### src/rtl/calc_pkg.sv
// calc_pkg: shared number, operator and button encodings for the calculator
package calc_pkg;
  localparam int NumDigits = 8;
  typedef struct packed {
    logic sign;
    logic error;
    logic [NumDigits-1:0][3:0] significand;
    logic [2:0] exponent;
  } num_t;
  typedef enum logic [2:0] {OP_NONE, OP_ADD, OP_SUB, OP_MUL, OP_DIV} op_t;
  typedef enum logic [4:0] {
    B_0 = 5'd0, B_1 = 5'd1, B_2 = 5'd2, B_3 = 5'd3, B_4 = 5'd4,
    B_5 = 5'd5, B_6 = 5'd6, B_7 = 5'd7, B_8 = 5'd8, B_9 = 5'd9,
    B_DOT = 5'd10, B_ADD = 5'd11, B_SUB = 5'd12, B_MUL = 5'd13, B_DIV = 5'd14,
    B_EQ = 5'd15, B_CLEAR = 5'd16, B_MEM_ADD = 5'd17, B_MEM_SUB = 5'd18,
    B_MEM_RECALL = 5'd19, B_MEM_CLEAR = 5'd20, B_PERCENT = 5'd21, B_SQRT = 5'd22,
    B_NONE = 5'd23, B_UNKNOWN = 5'd31
  } active_button_t;
endpackage

### src/rtl/calc_ctrl.sv
// calc_ctrl: calculator key-entry FSM driving a shared ALU via valid/ready requests
module calc_ctrl
  import calc_pkg::*;
(
  input  logic           clk_i,
  input  logic           rst_ni,
  input  logic           button_valid_i,
  input  active_button_t button_i,
  output logic           alu_req_valid_o,
  input  logic           alu_req_ready_i,
  output op_t            alu_op_o,
  output num_t           alu_a_o,
  output num_t           alu_b_o,
  input  logic           alu_rsp_valid_i,
  input  num_t           alu_rsp_i,
  output num_t           display_o,
  output logic           mem_nonzero_o,
  output logic           busy_o
);
  typedef enum logic [2:0] {ENTRY_A, OP_WAIT, ENTRY_B, REQ, RSP, DRAIN, RESULT, ERROR} state_t;
  typedef enum logic [1:0] {K_FINAL, K_CHAIN, K_MEM} kind_t;
  state_t state_q, state_d, ret_q, ret_d, entry_state;
  kind_t kind_q, kind_d;
  num_t entry_q, entry_d, a_q, a_d, b_q, b_d, disp_q, disp_d, mem_q, mem_d, ra_q, ra_d, rb_q, rb_d;
  num_t base_e, key_e;
  op_t op_q, op_d, pend_q, pend_d, rop_q, rop_d, btn_op;
  logic [3:0] cnt_q, cnt_d, base_cnt, key_cnt;
  logic dot_q, dot_d, base_dot, key_dot;
  logic is_digit, is_dot, is_op, is_eq, is_clr, is_mem_op, is_mr, is_mc, fresh;
  assign is_digit = button_i <= B_9;
  assign is_dot = button_i == B_DOT;
  assign is_op = button_i inside {B_ADD, B_SUB, B_MUL, B_DIV};
  assign is_eq = button_i == B_EQ;
  assign is_clr = button_i == B_CLEAR;
  assign is_mem_op = button_i inside {B_MEM_ADD, B_MEM_SUB};
  assign is_mr = button_i == B_MEM_RECALL;
  assign is_mc = button_i == B_MEM_CLEAR;
  assign btn_op = button_i == B_ADD ? OP_ADD : button_i == B_SUB ? OP_SUB :
                  button_i == B_MUL ? OP_MUL : OP_DIV;
  assign fresh = state_q inside {OP_WAIT, RESULT};
  assign entry_state = state_q inside {OP_WAIT, ENTRY_B} ? ENTRY_B : ENTRY_A;
  assign alu_req_valid_o = state_q == REQ;
  assign alu_op_o = rop_q;
  assign alu_a_o = ra_q;
  assign alu_b_o = rb_q;
  assign display_o = state_q inside {ENTRY_A, ENTRY_B} ? entry_q : disp_q;
  assign mem_nonzero_o = |mem_q.significand;
  assign busy_o = state_q inside {REQ, RSP, DRAIN};
  always_comb begin
    base_e = fresh ? '0 : entry_q;
    base_cnt = fresh ? '0 : cnt_q;
    base_dot = fresh ? 1'b0 : dot_q;
    key_e = base_e;
    key_cnt = base_cnt;
    key_dot = base_dot;
    if (is_digit && base_cnt != 4'd8 && (base_cnt != 4'd0 || base_dot || button_i != B_0)) begin
      key_e.significand[3'd7 - base_cnt[2:0]] = button_i[3:0];
      key_cnt = base_cnt + 4'd1;
      if (!base_dot) key_e.exponent = base_cnt[2:0];
    end
    if (is_dot && !base_dot) begin
      key_dot = 1'b1;
      if (base_cnt == 4'd0) key_cnt = 4'd1;
    end
  end
  always_comb begin
    state_d = state_q;
    ret_d = ret_q;
    kind_d = kind_q;
    entry_d = entry_q;
    cnt_d = cnt_q;
    dot_d = dot_q;
    a_d = a_q;
    b_d = b_q;
    op_d = op_q;
    pend_d = pend_q;
    disp_d = disp_q;
    mem_d = mem_q;
    ra_d = ra_q;
    rb_d = rb_q;
    rop_d = rop_q;
    if (button_valid_i && is_clr) begin
      entry_d = '0;
      cnt_d = '0;
      dot_d = 1'b0;
      a_d = '0;
      b_d = '0;
      op_d = OP_NONE;
      disp_d = '0;
      state_d = state_q inside {RSP, DRAIN} ? DRAIN : ENTRY_A;
    end else begin
      case (state_q)
        ENTRY_A, ENTRY_B, OP_WAIT, RESULT: if (button_valid_i) begin
          if (is_digit || is_dot) begin
            entry_d = key_e;
            cnt_d = key_cnt;
            dot_d = key_dot;
            state_d = entry_state;
          end
          if (is_mr) begin
            entry_d = mem_q;
            cnt_d = 4'd8;
            dot_d = 1'b1;
            state_d = entry_state;
          end
          if (is_mc) mem_d = '0;
          if (is_mem_op && state_q != OP_WAIT) begin
            ra_d = mem_q;
            rb_d = display_o;
            rop_d = button_i == B_MEM_ADD ? OP_ADD : OP_SUB;
            kind_d = K_MEM;
            ret_d = state_q;
            state_d = REQ;
          end
          if (is_op && state_q == ENTRY_B) begin
            b_d = entry_q;
            ra_d = a_q;
            rb_d = entry_q;
            rop_d = op_q;
            pend_d = btn_op;
            disp_d = entry_q;
            kind_d = K_CHAIN;
            state_d = REQ;
          end
          if (is_op && state_q != ENTRY_B) begin
            a_d = state_q == ENTRY_A ? entry_q : state_q == RESULT ? disp_q : a_q;
            disp_d = state_q == ENTRY_A ? entry_q : disp_q;
            op_d = btn_op;
            state_d = OP_WAIT;
          end
          if (is_eq && state_q inside {ENTRY_B, OP_WAIT}) begin
            b_d = state_q == ENTRY_B ? entry_q : a_q;
            ra_d = a_q;
            rb_d = b_d;
            rop_d = op_q;
            disp_d = state_q == ENTRY_B ? entry_q : disp_q;
            kind_d = K_FINAL;
            state_d = REQ;
          end
        end
        REQ: if (alu_req_ready_i) state_d = RSP;
        RSP: if (alu_rsp_valid_i) begin
          if (alu_rsp_i.error) begin
            disp_d = alu_rsp_i;
            state_d = ERROR;
          end else if (kind_q == K_MEM) begin
            mem_d = alu_rsp_i;
            state_d = ret_q;
          end else begin
            disp_d = alu_rsp_i;
            a_d = kind_q == K_CHAIN ? alu_rsp_i : a_q;
            op_d = kind_q == K_CHAIN ? pend_q : op_q;
            state_d = kind_q == K_CHAIN ? OP_WAIT : RESULT;
          end
        end
        DRAIN: if (alu_rsp_valid_i) state_d = ENTRY_A;
        default: ;
      endcase
    end
  end
  always_ff @(posedge clk_i or negedge rst_ni) begin
    if (!rst_ni) begin
      state_q <= ENTRY_A;
      ret_q <= ENTRY_A;
      kind_q <= K_FINAL;
      entry_q <= '0;
      cnt_q <= '0;
      dot_q <= 1'b0;
      a_q <= '0;
      b_q <= '0;
      op_q <= OP_NONE;
      pend_q <= OP_NONE;
      disp_q <= '0;
      mem_q <= '0;
      ra_q <= '0;
      rb_q <= '0;
      rop_q <= OP_NONE;
    end else begin
      state_q <= state_d;
      ret_q <= ret_d;
      kind_q <= kind_d;
      entry_q <= entry_d;
      cnt_q <= cnt_d;
      dot_q <= dot_d;
      a_q <= a_d;
      b_q <= b_d;
      op_q <= op_d;
      pend_q <= pend_d;
      disp_q <= disp_d;
      mem_q <= mem_d;
      ra_q <= ra_d;
      rb_q <= rb_d;
      rop_q <= rop_d;
    end
  end
endmodule

### config.mk
export PLATFORM = sky130hd
export DESIGN_NAME = calc_ctrl
export DESIGN_NICKNAME = d
export VERILOG_FILES = /design/src/rtl/calc_pkg.sv /design/src/rtl/calc_ctrl.sv
export SDC_FILE = /design/constraint.sdc
export NUM_CORES = 1
export LEC_CHECK = 0
export BUFFER_PORTS_ARGS = -buffer_cell sky130_fd_sc_hd__buf_2
export CORE_ASPECT_RATIO = 1.5
export CORE_MARGIN = 2
export CORE_UTILIZATION = 55
export DETAILED_ROUTE_END_ITERATION = 7
export PLACE_DENSITY = 0.85
export SKIP_CTS_REPAIR_TIMING = 1
export SYNTH_ARGS = -nofsm -noshare
export SYNTH_HDL_FRONTEND = slang
export SYNTH_SLANG_ARGS = --single-unit
### constraint.sdc
create_clock -name clk_i -period 8 [get_ports clk_i]
set_input_delay 0.4 -clock clk_i [delete_from_list [all_inputs] [get_ports clk_i]]
set_output_delay 0.4 -clock clk_i [all_outputs]
set_load 0.02 [all_outputs]
# After elaboration in Yosys (flattened, before gate mapping)
# Cells that the tools add are included.
[op_classes]
addsub = 2
n_mul = 0
div = 0
n_lt_le_gt_ge = 3
n_eq_ne = 41
n_shift = 0
n_mux = 97
bitwise_logic = 1
n_reduce_logical = 44
[op_table]
columns = ["operator", "count"]
rows = [
  ["$mux W37", 38],
  ["$pmux W37 S2", 3],
  ["$mux W3", 29],
  ["$mux W4", 10],
  ["$mux W35", 1],
  ["$bwmux W32", 1],
  ["$reduce_or A32 Y1", 1],
  ["$eq A5 B4 Y1 const B", 6],
  ["$eq A5 B5 Y1 const B", 5],
  ["$reduce_and A7 Y1", 3],
  ["$ne A4 B4 Y1 const B", 4],
  ["$reduce_and A4 Y1", 4],
  ["$reduce_bool A2 Y1", 8],
  ["$reduce_bool A3 Y1", 5],
  ["$demux W4 S3", 1],
  ["$ne A3 B2 Y1 const B", 4],
  ["$pmux W3 S4", 1],
  ["$mux W2", 5],
  ["$ne A5 B5 Y1 const B", 2],
  ["$reduce_bool A5 Y1", 2],
  ["$eq A3 B3 Y1 const B", 3],
  ["$logic_and A1 B1 Y1", 9],
  ["$ne A3 B1 Y1 const B", 3],
  ["$ne A3 B3 Y1 const B", 3],
  ["other kinds (24)", 37],
]
[word_totals]
ff_bits = 244
latchBits = 0
ramBits = 0
mem_bits_ro = 0
inputBits = 47
out_inout_bits = 117
mem_count = 0

# Logic depth before layout (Yosys ltp)
[depth]
word_depth = 15
ltp_mapped = 10

# Worst setup path before layout
# No wires, ideal clock.
[synth_timing]
path_type = "register to register"
from = "register state_q[2]"
to = "register cnt_q[1]"
setup_ps = 122
arrival_time_ps = 2797
required_ps = 7878
path_slack_ps = 5081
path_stages_with_launch = 11
cell_sequence = "dfrtp_1 -> clkbuf_1 -> or3b_1 -> clkbuf_1 -> nand3_1 -> ha_1 -> and3b_1 -> a311o_1 -> or2_2 -> a311o_1 -> a32o_1"
[synth_via]
elab_chain_len = 15
word_cells_on_any_way = 28
cone_classes = "1 x add/sub; 4 x eq/ne; 10 x mux; 13 x reduce/logical"
[synth_rtl]
columns = ["item", "line_no", "source"]
rows = [
  ["start, declared", "calc_ctrl.sv:22", "state_t state_q, state_d, ret_q, ret_d, entry_state;"],
  ["start signal, assigned", "calc_ctrl.sv:179", "state_q <= state_d;"],
  ["parallel branches: the longest is 15 deep, another holds $add A4 B1 Y4", "n/a", ""],
  ["end signal, assigned", "calc_ctrl.sv:183", "cnt_q <= cnt_d;"],
  ["end, declared", "calc_ctrl.sv:27", "logic [3:0] cnt_q, cnt_d, base_cnt, key_cnt;"],
]
# Parallel ways; which one is timed is not known. The select of a mux whose other input is x is not followed.
# A chain may end at the register's enable or synchronous reset.

# Worst setup path after layout
[layout_timing]
from = "register state_q[2]"
to = "register ra_q (netlist bit alu_a_o[0])"
[layout_via]
elab_chain_len = 5
word_cells_on_any_way = 14
cone_classes = "4 x eq/ne; 2 x mux; 8 x reduce/logical"
[layout_rtl]
columns = ["item", "line_no", "source"]
rows = [
  ["$eq A3 B2 Y1 / $eq A3 B1 Y1 (equally long branches)", "calc_ctrl.sv:92, calc_ctrl.sv:115, calc_ctrl.sv:131", ""],
  ["$reduce_bool A2 Y1", "calc_ctrl.sv:131", "if (is_eq && state_q inside {ENTRY_B, OP_WAIT}) begin"],
  ["$logic_and A1 B1 Y1", "calc_ctrl.sv:131", ""],
  ["$reduce_bool A3 Y1 (no source line)", "n/a", ""],
  ["$reduce_and A4 Y1 (no source line)", "n/a", ""],
  ["end signal, assigned", "calc_ctrl.sv:191", "ra_q <= ra_d;"],
  ["end, declared", "calc_ctrl.sv:24", "num_t entry_q, entry_d, a_q, a_d, b_q, b_d, disp_q, disp_d, mem_q, mem_d, ra_q, ra_d, rb_q, rb_d;"],
]
# Parallel ways exist; a longest one is shown, timed or not.

==> results by group <==
Outcome
  • Status: complete, but fails checks
  • Failing checks: design-rule violations, negative hold slack

Floorplanning
  • Die height: 198 µm
  • Core Box Area: 24,900 µm²
  • Ports: 164
  • Die width: 133 µm
  • Die area: 26,400 µm²
  • Initial core utilization: 55.5%
  • Std-Cell Rows: 71

Yosys
  • Top cells by area, synth: dfrtp_1 44%, mux2_2 12%, mux2i_1 6.9%
  • Post-synth EDFFs: 0
  • Ys async rst share: 100%
  • Post-synth top area share: 43.9%
  • Syn_area_per_cell: 10.4 µm²
  • Mapped Cells: 1,331
  • Top cell type by total area after synthesis: dfrtp_1
  • Synth cell types: 71
  • Syn. warnings: 0
  • Net count after synthesis: 1,380
  • Sequential share of the synthesized area: 43.9%
  • Synth Cell Area: 13,800 µm²
  • Seq cells post-synth: 242
  • Synth Flop Type: dfrtp_1

CTS
  • CTS tree: yes
  • Clk buf depth: 3
  • Num Clock Sinks: 242
  • Worst-Skew Late Latency: 530 ps
  • Clk slew on worst S/H paths: 70 ps
  • Max H-tree Level: 1
  • Total CTS buffers: 24
  • Root buffer cell: clkbuf_16

Placed design
  • HPWL after DPL: 26,400 µm
  • Gpl congestion: 0.956
  • Pre-CTS WS: 3830 ps
  • # port buffers: 163

Timing
  • Final setup fails: 0
  • Unrepaired setup endpoints after global routing: false
  • Final WS setup: 3760 ps
  • Final hold vios: 38
  • Worst Skew: 14.8 ps
  • Max-Slew Margin vs Limit: 9.72%
  • Crit path time final: 4240 ps
  • Final count of pins violating max slew: 0
  • Hold_ws: -63.6 ps
  • Fin crit share: 53.0%
  • Setup TNS Final: 0 ps
  • F_max: 0.236 GHz
  • Slew @ Worst Pin: 1350 ps

Finish
  • Filler instances: 2,013
  • Most common cell after layout, fill and taps aside: dfrtp_1
  • Share of layout cells above drive strength 1: 29.5%
  • Register area: 6060 µm²
  • Most frequent cells in the layout: 241 x dfrtp_1, 162 x buf_2, 151 x nand2_1
  • Area delta synth->final: 13.1%
  • Antenna cells: 0
  • Fin nets: 1,477
  • Area occupied by multi-input gates: 7090 µm²

Routing
  • Wire per inst: 22.7 µm
  • Vias: 11,490
  • Detailed Routing Iterations Pass 1: 8
  • Vias/cell: 6.48
  • First DRT Iteration DRCs: 1,169
  • Post-detailed-routing wire length: 40,300 µm
  • Post-DRT Antenna Nets: 0
  • # DRC: 1

Pwr
  • Pint: 3.31 mW
  • P per Cell Area: 350 nW/µm²
  • Sw power: 2.15 mW
  • Reg power frac: 35.6%
  • Comb pwr share: 42.0%
  • Pleak: 7.22 nW
  • Design Power: 5.46 mW
  • Clk pwr share: 22.4%
  • Sw Ratio: 39.4%
  • Max rail drop VDD: 0.000206 V

GRT
  • Global-route wire length before repair: 64,200 µm
  • Vias in the first global route: 11,775
  • GRT overflow: 0
  • Initial antenna violation count: 0
  • Total GRT Usage: 30.4%
  • Pin count of the biggest net entering global routing: 120

Critical path
  • Worst EP required: 8410 ps
  • CP Launch Point: state_q[2]
  • Crit path top cell by count: buf_4
  • WP data arrival: 4650 ps
  • Reg-to-reg slack, setup: 3760 ps
  • Crit-path cells: buf_4 > nor3b_2 > nor2_1 > o21ai_0 > a21oi_4 > buf_4 > mux2_2
  • Worst setup SP type: register
  • Setup CP Type: register to register
  • R2R Path End: alu_a_o[0]
  • CP peak stage delay: 860 ps
  • RR Startpoint: state_q[2]
  • CP Capture Type: register
  • Worst reg2reg path depth: 7
  • CP max FO: 51
  • CP max-delay cell: a21oi_4

Run
  • Number of max-cap violations: 0

Worst hold path
  • Worst Hold Class: input pin to async pin
-- final cells by class --
class                      instances  share of cell area [%]
clock buffer                      39                    4.80
clock inverter                     5                   0.666
inverter                          57                    1.37
multi-input combinational        920                    45.4
sequential                       242                    38.8
tap                              328                    2.63
timing repair buffer             183                    6.26
-- Yosys cell counts, types with 3 or more instances --
cell	number
o2111ai_1	6
mux2i_1	95
buf_12	3
nor3_1	10
a221oi_1	3
a221o_1	16
nor3b_1	3
nor2_1	59
mux2_2	149
nand3b_1	4
xnor2_1	3
nand4_1	9
buf_2	16
mux2_4	30
nand2b_1	9
nor4_1	17
o311a_1	5
and3b_1	3
and3_1	18
or3b_1	4
o22ai_1	4
o2bb2ai_1	12
or3_1	4
clkbuf_1	78
and2_1	4
a222oi_1	37
o21ai_0	68
dfrtp_1	242
inv_1	57
nor2b_1	4
a21oi_1	52
a211oi_1	47
o21a_1	3
mux2_1	11
nor3_2	3
a21o_1	4
buf_1	10
o211ai_1	5
buf_6	4
o31ai_1	5
o211a_1	5
nand2_1	151
nand3_1	17
-- per-stage QoR --
stage | utilization, % | std cells | instance area [µm²] | hold slack [ps]
after global routing | 62.7 | 1774 | 15600 | 14.1
after detailed placement | 59.3 | 1730 | 14700 | 475
after CTS | 62.7 | 1774 | 15600 | -10.4
final | 62.7 | 1774 | 15600 | -63.6
after global placement | 59.3 | 1730 | 14700 | 465
after floorplan | - | 1331 | 13800 | 104
-- metal layers --
metal	GRT usage, %	up-vias	share of wire [%]
li1	-	5096	-
met1	37.7	5703	39
met2	53.0	557	50
met3	3.87	134	6.5
met4	13.5	0	4.3
met5	0	-	0
-- kinds of logic after synthesis --
logic type / after synthesis / share of synthesized area [%]
AOI/OAI and AO/OA: 301 / 15.8
xor gates and xnor gates: 3 / 0.190
adders and majority gates: 2 / 0.181
buffers and inverters: 169 / 5.34
DFF: 242 / 43.9
muxes: 285 / 23.2
and+or+nand+nor: 329 / 11.4
-- worst max-delay path, delay by kind of cell, from the launching register on --
| family | cells | cell delay [ps] |
|---|---|---|
| buffers and inverters | 2 | 1430 |
| AND/OR/NAND/NOR | 2 | 360 |
| flip-flops | 1 | 730 |
| multiplexers | 1 | 420 |
| AO/OA/AOI/OAI | 2 | 1010 |
-- power groups by stage --
stage / clock (mW) / sequential, mW / combinational (mW)
floorplan: 0 / 1.95 / 1.61
global placement: 0 / 1.93 / 2.20
detailed placement: 0 / 1.95 / 2.26
CTS: 1.24 / 1.93 / 2.28
global route: 1.28 / 1.99 / 2.46
finish: 1.22 / 1.94 / 2.30
-- sequential cells by signal (all words and copies together), names as in the netlist, 4 cells and up --
register and cells:
alu_a_o 37, entry_q 36, alu_b_o 37, cnt_q 4, a_q 37, disp_q 37
mem_q 36
-- how the worst max path moves through the flow --
| stage | to | slack (ps) | cells after the start |
|---|---|---|---|
| 3_5_place_dp | alu_a_o[0] | 3830 | 7 |
| 4_1_cts | alu_a_o[0] | 3800 | 7 |
| 5_1_grt | alu_a_o[0] | 3610 | 7 |
| 6_report | alu_a_o[0] | 3760 | 7 |
| 2_1_floorplan | cnt_q[1] | 5080 | 10 |
| 3_3_place_gp | alu_a_o[32] | 3920 | 7 |
Power figures use the tool's default switching activity.
